==> src/rtl/i_decode.sv <==
`default_nettype none
// ============================================================================
// i_decode : MIPS ID stage with register file, control decode and ID/EX latch.
//            Optional load-use hazard unit enabled by macro ID_HAZARD_EN.
// Revision  : 1.0
// ============================================================================
module i_decode (
  input  logic        clk,
  input  logic        rst,
  input  logic [31:0] IF_ID_instr,
  input  logic [31:0] IF_ID_npc,
  input  logic        EX_MEM_PCSrc,
  input  logic        MEM_WB_RegWrite,
  input  logic [4:0]  MEM_WB_WriteReg,
  input  logic [31:0] MEM_WB_WriteData,
  output logic [1:0]  ID_EX_wb,
  output logic [2:0]  ID_EX_m,
  output logic [3:0]  ID_EX_ex,
  output logic [31:0] ID_EX_npc,
  output logic [31:0] ID_EX_readdat1,
  output logic [31:0] ID_EX_readdat2,
  output logic [31:0] ID_EX_sign_ext,
  output logic [4:0]  ID_EX_instr_2016,
  output logic [4:0]  ID_EX_instr_1511,
  output logic        IF_ID_stall
);

  localparam logic [5:0] c_op_rtype = 6'h00;
  localparam logic [5:0] c_op_lw    = 6'h23;
  localparam logic [5:0] c_op_sw    = 6'h2B;
  localparam logic [5:0] c_op_beq   = 6'h04;

  logic [31:0] regs_q [32];
  logic [31:0] regs_d [32];

  logic [1:0]  wb_dec, wb_d, wb_q;
  logic [2:0]  m_dec, m_d, m_q;
  logic [3:0]  ex_dec, ex_d, ex_q;
  logic [31:0] npc_d, npc_q, rd1_d, rd1_q, rd2_d, rd2_q, sext_d, sext_q;
  logic [4:0]  rt_fld_d, rt_fld_q, rd_fld_d, rd_fld_q;

  logic [4:0]  rs, rt;
  logic        write_en;
  logic        bubble;

  assign rs       = IF_ID_instr[25:21];
  assign rt       = IF_ID_instr[20:16];
  assign write_en = MEM_WB_RegWrite && (MEM_WB_WriteReg != 5'd0);

  always_comb begin
    ex_dec = 4'b0000;
    m_dec  = 3'b000;
    wb_dec = 2'b00;
    case (IF_ID_instr[31:26])
      c_op_rtype: begin ex_dec = 4'b1100; m_dec = 3'b000; wb_dec = 2'b10; end
      c_op_lw:    begin ex_dec = 4'b0001; m_dec = 3'b010; wb_dec = 2'b11; end
      c_op_sw:    begin ex_dec = 4'b0001; m_dec = 3'b001; wb_dec = 2'b00; end
      c_op_beq:   begin ex_dec = 4'b0010; m_dec = 3'b100; wb_dec = 2'b00; end
      default:    begin ex_dec = 4'b0000; m_dec = 3'b000; wb_dec = 2'b00; end
    endcase
  end

  // Writeback data bypasses storage so a same-cycle write is seen by decode.
  always_comb begin
    rd1_d = regs_q[rs];
    rd2_d = regs_q[rt];
    if (write_en && (rs == MEM_WB_WriteReg)) rd1_d = MEM_WB_WriteData;
    if (write_en && (rt == MEM_WB_WriteReg)) rd2_d = MEM_WB_WriteData;
    if (rs == 5'd0) rd1_d = 32'd0;
    if (rt == 5'd0) rd2_d = 32'd0;
  end

`ifdef ID_HAZARD_EN
  assign IF_ID_stall = m_q[1] && (rt_fld_q != 5'd0) &&
                       ((rt_fld_q == rs) || (rt_fld_q == rt));
`else
  assign IF_ID_stall = 1'b0;
`endif

  assign bubble = EX_MEM_PCSrc || IF_ID_stall;

  always_comb begin
    regs_d = regs_q;
    if (write_en) regs_d[MEM_WB_WriteReg] = MEM_WB_WriteData;
    wb_d     = bubble ? 2'b00   : wb_dec;
    m_d      = bubble ? 3'b000  : m_dec;
    ex_d     = bubble ? 4'b0000 : ex_dec;
    npc_d    = IF_ID_npc;
    sext_d   = {{16{IF_ID_instr[15]}}, IF_ID_instr[15:0]};
    rt_fld_d = IF_ID_instr[20:16];
    rd_fld_d = IF_ID_instr[15:11];
  end

  always_ff @(posedge clk) begin
    if (rst) begin
      for (int i = 0; i < 32; i++) regs_q[i] <= 32'd0;
      wb_q     <= 2'b00;
      m_q      <= 3'b000;
      ex_q     <= 4'b0000;
      npc_q    <= 32'd0;
      rd1_q    <= 32'd0;
      rd2_q    <= 32'd0;
      sext_q   <= 32'd0;
      rt_fld_q <= 5'd0;
      rd_fld_q <= 5'd0;
    end else begin
      regs_q   <= regs_d;
      wb_q     <= wb_d;
      m_q      <= m_d;
      ex_q     <= ex_d;
      npc_q    <= npc_d;
      rd1_q    <= rd1_d;
      rd2_q    <= rd2_d;
      sext_q   <= sext_d;
      rt_fld_q <= rt_fld_d;
      rd_fld_q <= rd_fld_d;
    end
  end

  assign ID_EX_wb         = wb_q;
  assign ID_EX_m          = m_q;
  assign ID_EX_ex         = ex_q;
  assign ID_EX_npc        = npc_q;
  assign ID_EX_readdat1   = rd1_q;
  assign ID_EX_readdat2   = rd2_q;
  assign ID_EX_sign_ext   = sext_q;
  assign ID_EX_instr_2016 = rt_fld_q;
  assign ID_EX_instr_1511 = rd_fld_q;

endmodule
`default_nettype wire
==> config.mk <==
export PLATFORM = sky130hd
export DESIGN_NAME = i_decode
export DESIGN_NICKNAME = d
export VERILOG_FILES = /design/src/rtl/i_decode.sv
export SDC_FILE = /design/constraint.sdc
export NUM_CORES = 2
export LEC_CHECK = 0
export BUFFER_PORTS_ARGS = -buffer_cell sky130_fd_sc_hd__buf_2
export CORE_UTILIZATION = 40
export DETAILED_ROUTE_END_ITERATION = 12
export GPL_TIMING_DRIVEN = 0
export PLACE_DENSITY = 0.63
export SYNTH_ARGS = -nofsm -noshare
export SYNTH_HDL_FRONTEND = slang
export SYNTH_SLANG_ARGS = --single-unit
==> constraint.sdc <==
create_clock -name clk -period 2.9 [get_ports clk]
set_input_delay 0.58 -clock clk [delete_from_list [all_inputs] [get_ports clk]]
set_output_delay 0.58 -clock clk [all_outputs]
set_load 0.01 [all_outputs]
# After elaboration in Yosys (flattened, before gate mapping)
# Index checks and enable logic that the tools add are counted.
# classes
n_lt_le_gt_ge	4
mux	14
eq_ne	5
n_bitwise	3
n_reduce_logical	12
# op_table
cell	count
$bwmux W1024	1
$bmux W32 S5	2
$mux W32	7
$demux W32 S5	1
$ge A6 B6 Y1 const B	3
$not A5 Y6	3
$eq A6 B6 Y1 const B	2
$pmux W4 S3	1
$eq A5 B5 Y1	2
$logic_not A5 Y1	2
$pmux W3 S3	1
$reduce_or A2 Y1	4
$eq A6 B3 Y1 const B	1
$logic_not A6 Y1	1
$lt A6 B1 Y1 const B	1
$reduce_bool A5 Y1	1
$logic_and A1 B1 Y1	4
$pmux W2 S2	1
# totals
output_inout_bits	148
inputBits	105
word_cells	79
reg_bits	1155

# Logic depth before layout (Yosys ltp)
# depth
depth_word	6
ltp_mapped	8

# Worst setup path before layout
# OpenSTA, ideal clock, no wires.
# synth_timing
path_type	input -> register
from	in IF_ID_instr[21]
to	reg rd1_q[10], in the netlist ID_EX_readdat1[10]
stages	6
t_arrival_ns	2.369
n_path_buf	2
required_time_ns	2.780
slack_ns	0.411
cell_sequence	buf_2 -> buf_1 -> mux4_2 -> a22oi_1 -> a21oi_1 -> a211o_1
# synth_via
elab_chain_len	5
# synth_lines
element	line_no	text
start, declared	10	input logic [31:0] IF_ID_instr,
$not A5 Y6 (not written as such)	65	rd1_d = regs_q[rs];
$bmux W32 S5	65	
$mux W32 (not written as such) (2 in a row)	65	
$mux W32	67	if (write_en && (rs == MEM_WB_WriteReg)) rd1_d = MEM_WB_WriteData;
end signal, assigned	112	rd1_q <= rd1_d;
end, declared	39	logic [31:0] npc_d, npc_q, rd1_d, rd1_q, rd2_d, rd2_q, sext_d, sext_q;
# Parallel ways exist; a longest one is shown, timed or not. The select of a mux whose other input is x is not followed.
# A chain may end at the register's enable or synchronous reset.

# Final worst setup path
# layout_timing
from	in IF_ID_instr[18]
to	reg rd2_q[16], in the netlist ID_EX_readdat2[16]
# layout_via
elab_chain_len	5
# layout_lines
element	line_no	text
$not A5 Y6 (not written as such)	66	rd2_d = regs_q[rt];
$bmux W32 S5	66	
$mux W32 (not written as such) (2 in a row)	66	
$mux W32	68	if (write_en && (rt == MEM_WB_WriteReg)) rd2_d = MEM_WB_WriteData;
end signal, assigned	113	rd2_q <= rd2_d;
end, declared	39	
# Parallel ways exist; a longest one is shown, timed or not. The select of a mux whose other input is x is not followed.

==> qor.yml <==
violations: "setup timing"
synthCells: 6313
cts_setup_buffers: 0
postLayoutCoreUtil_pct: 46.6
post-dp-hpwl_um: 200000
dieArea_mm2: 0.141
clk_latency_ns: 0.79
critical_path_arrival_ns: 3.69
synthDistinctLibCells: 37
r2r-end: "ID_EX_readdat2[16]$_SDFF_PP0_"
syn_area_per_cell_um2: 8.82
async_reset_ff_share_pct: 0
path_buf_inv: 5
ys.warnings.count: 0
grt_max_degree: 19
ys_top_cells_by_area: "dfxtp_1 41%, mux4_2 16%, nand2_1 14%"
critPathKind: "in -> reg"
hold_path_class: "in -> reg"
grt_pass1_wl_um: 374000
ant_nets: 0
yosysTopAreaCell: "dfxtp_1"
reg2regPathDepth: 5
finalNetCount: 6769
crit_path_frequent_cell: "buf_2"
min_path_cells: 2
min_period_over_period_pct: 106
synthToLayoutAreaGrowth_pct: 15.2
synth_most_common_cell: "nand2_1"
timing.slew.headroom_pct: 2.45
synth_edf_count: 0
clk_path_buf_depth: 3
cp.required_ns: 3.51
rrSetupSlack_ns: 0.37
tns_ns: -4.50
drt-met1-wl_um: 97600
rows: 136
dr_wl_met3_um: 36900
maxSlewViolCount: 0
core-area_mm2: 0.138
power.total_mw: 37.0
fp.dieH_um: 375
antenna_found_initial: 29
leakagePower_nw: 22.1
worstSetupStartpoint: "IF_ID_instr[18]"
synth_ff_type: "dfxtp_1"
whs_endpoint: "ID_EX_sign_ext[9]$_SDFF_PP0_"
via_count: 54400
start_util_pct: 40.4
rsz0062_at_grt: "no"
synth_fp_nets: 6418
r2r_start: "regs_q[976]$_SDFFE_PP0P_"
cts_tree: "done"
yosysTopAreaCellShare_pct: 41.3
cp_top_family: "buffers and inverters"
die_w_um: 375
peakVddDrop_mv: 0.502
viasPerCell: 6.33
clk_pin_slew_ns: 0.06
numCtsBuffers: 121
ys_seq_area_share_pct: 41.3
crit_fanout: 10
powerDensity_mw_per_mm2: 576
drt_first_pass_iters: 8
routed.top_layer: "met5"
crit_path_end_kind: "flip-flop"
status: "finished, violations left"
setup_viol: 85
post_drt_wl_per_cell_um: 31.6
drtIter0Drc: 8330
cpMaxStageDelayCell: "buf_2"
grt_usage_pct: 37.4
syn_area_mm2: 0.0557
cts-root-buf: "clkbuf_16"
critical_path.cell_chain: "buf_2 > buf_4 > buf_2 > buf_2 > clkbuf_2 > a211oi_2 > a211oi_2 > a211o_1"
htree_levels: 3
hold_viol_final: 0
drive_gt1_share_pct: 16.7
gr-total-overflow: 0
max_stage_delay_ns: 0.48
critPathLaunchType: "input port"
maxCapViolations: 0
fmax_mhz: 325
tightest_slew_ns: 1.46
port_buffers: 210
min-delay-start: "IF_ID_instr[9]"
layout_setup_ws_ns: -0.181
ys_ff_latch: 1149
wl_met2_um: 113000
clkSinkCount: 1149
gp_congestion: 1.07
wl_um: 272000
detail_route.drc_violations: 0
period_needed_ns: 3.08
skew_ns: 0.0423
synthTopCellsByCount: "2,020 x nand2_1, 1,149 x dfxtp_1, 1,059 x a21oi_1, 458 x clkbuf_1, 384 x mux4_2"
grt_pass1_vias: 49900
io_pins: 253
-- placed cells by master (no fill, tap or decap), drive strengths merged, types with 4 or more instances in the layout --
master            n
diode            23
nor2b           149
bufinv           16
nand2          2020
a211oi          128
clkbuf          680
a211o            64
a21oi          1059
xnor2            10
clkinvlp          8
nand3             4
buf             381
dlygate4sd3      12
inv              11
dfxtp          1149
o21bai           64
a221oi          128
clkinv           27
a22oi            64
nor2             41
mux2i           320
and2              4
o31ai             4
clkdlybuf4s15    11
nor4              4
mux4            384
-- through the flow --
step / area (um^2) / hold slack [ns] / worst slack (ns) / cells
after floorplan: 55700 / 0.443 / 0.411 / 6313
after global placement: 59000 / 0.449 / -2.39 / 8317
after detailed placement: 59100 / 0.456 / -1.97 / 8323
after global routing: 64200 / 0.0222 / 0.000946 / 8570
final: 64200 / 0.0147 / -0.181 / 8586
after CTS: 63900 / 0.000969 / -0.0631 / 8563
-- layer usage --
metal | global-route usage [%] | vias to the layer above
met5 | 0.377 | -
met4 | 28.0 | 20
met3 | 12.3 | 953
met2 | 54.3 | 4185
met1 | 46.0 | 26400
li1 | - | 22800
-- what timing repair did --
action                                  in CTS  in global routing
hold buffers                                12                  0
endpoints found under the setup margin     964                305
resized for setup                          132                108
pin swaps                                    0                  2
hold endpoints to repair                    12                  0
-- cell families (layout without fill, tap and decap cells) --
family / count (synthesis) / in the layout / synth area share [%]
muxes: 704 / 704 / 21.3
buffers and inverters: 690 / 1146 / 5.18
AOI/OAI and AO/OA: 1512 / 1512 / 16.1
other: 1 / 24 / 0.00673
DFF: 1149 / 1149 / 41.3
and+or+nand+nor: 2247 / 2247 / 16.0
xor gates and xnor gates: 10 / 10 / 0.157
-- layout make-up --
| type | count | area [um^2] |
|---|---|---|
| fill | 13400 | 73600 |
| multi-input combinational | 4474 | 30300 |
| sequential | 1149 | 23000 |
| clock buffer | 171 | 3490 |
| buffer | 685 | 3100 |
| tap | 1794 | 2240 |
| timing repair buffer | 228 | 1220 |
| clock inverter | 57 | 754 |
| antenna | 23 | 57.6 |
| inverter | 5 | 18.8 |
-- where the power goes --
part / leakage (nW) / internal (mW) / total [mW] / switching, mW
sequential: 9.29 / 16.0 / 16.1 / 0.104
combinational: 10.7 / 0.998 / 3.87 / 2.87
clock: 2.08 / 9.80 / 17.0 / 7.21
total: 22.1 / 26.8 / 37.0 / 10.2
-- state kept, by name, summed over array words and instances, names as in the netlist --
register and cells:
regs_q 1024, ID_EX_wb 2, ID_EX_instr_2016 5, ID_EX_readdat1 32, ID_EX_sign_ext 16, ID_EX_npc 32
ID_EX_ex 3, ID_EX_readdat2 32, ID_EX_m 3
-- how the worst max path moves through the flow --
stage               slack, ns  cells after the start                            end
floorplan                0.41                      6  ID_EX_readdat1[10]$_SDFF_PP0_
global placement        -2.39                      6  ID_EX_readdat2[16]$_SDFF_PP0_
detailed placement      -1.97                      8  ID_EX_readdat1[12]$_SDFF_PP0_
CTS                     -0.06                      8  ID_EX_readdat2[16]$_SDFF_PP0_
global route           0.0009                      6       regs_q[588]$_SDFFE_PP0P_
finish                  -0.18                      8  ID_EX_readdat2[16]$_SDFF_PP0_
Note: power is estimated with default switching activity, not from simulation.
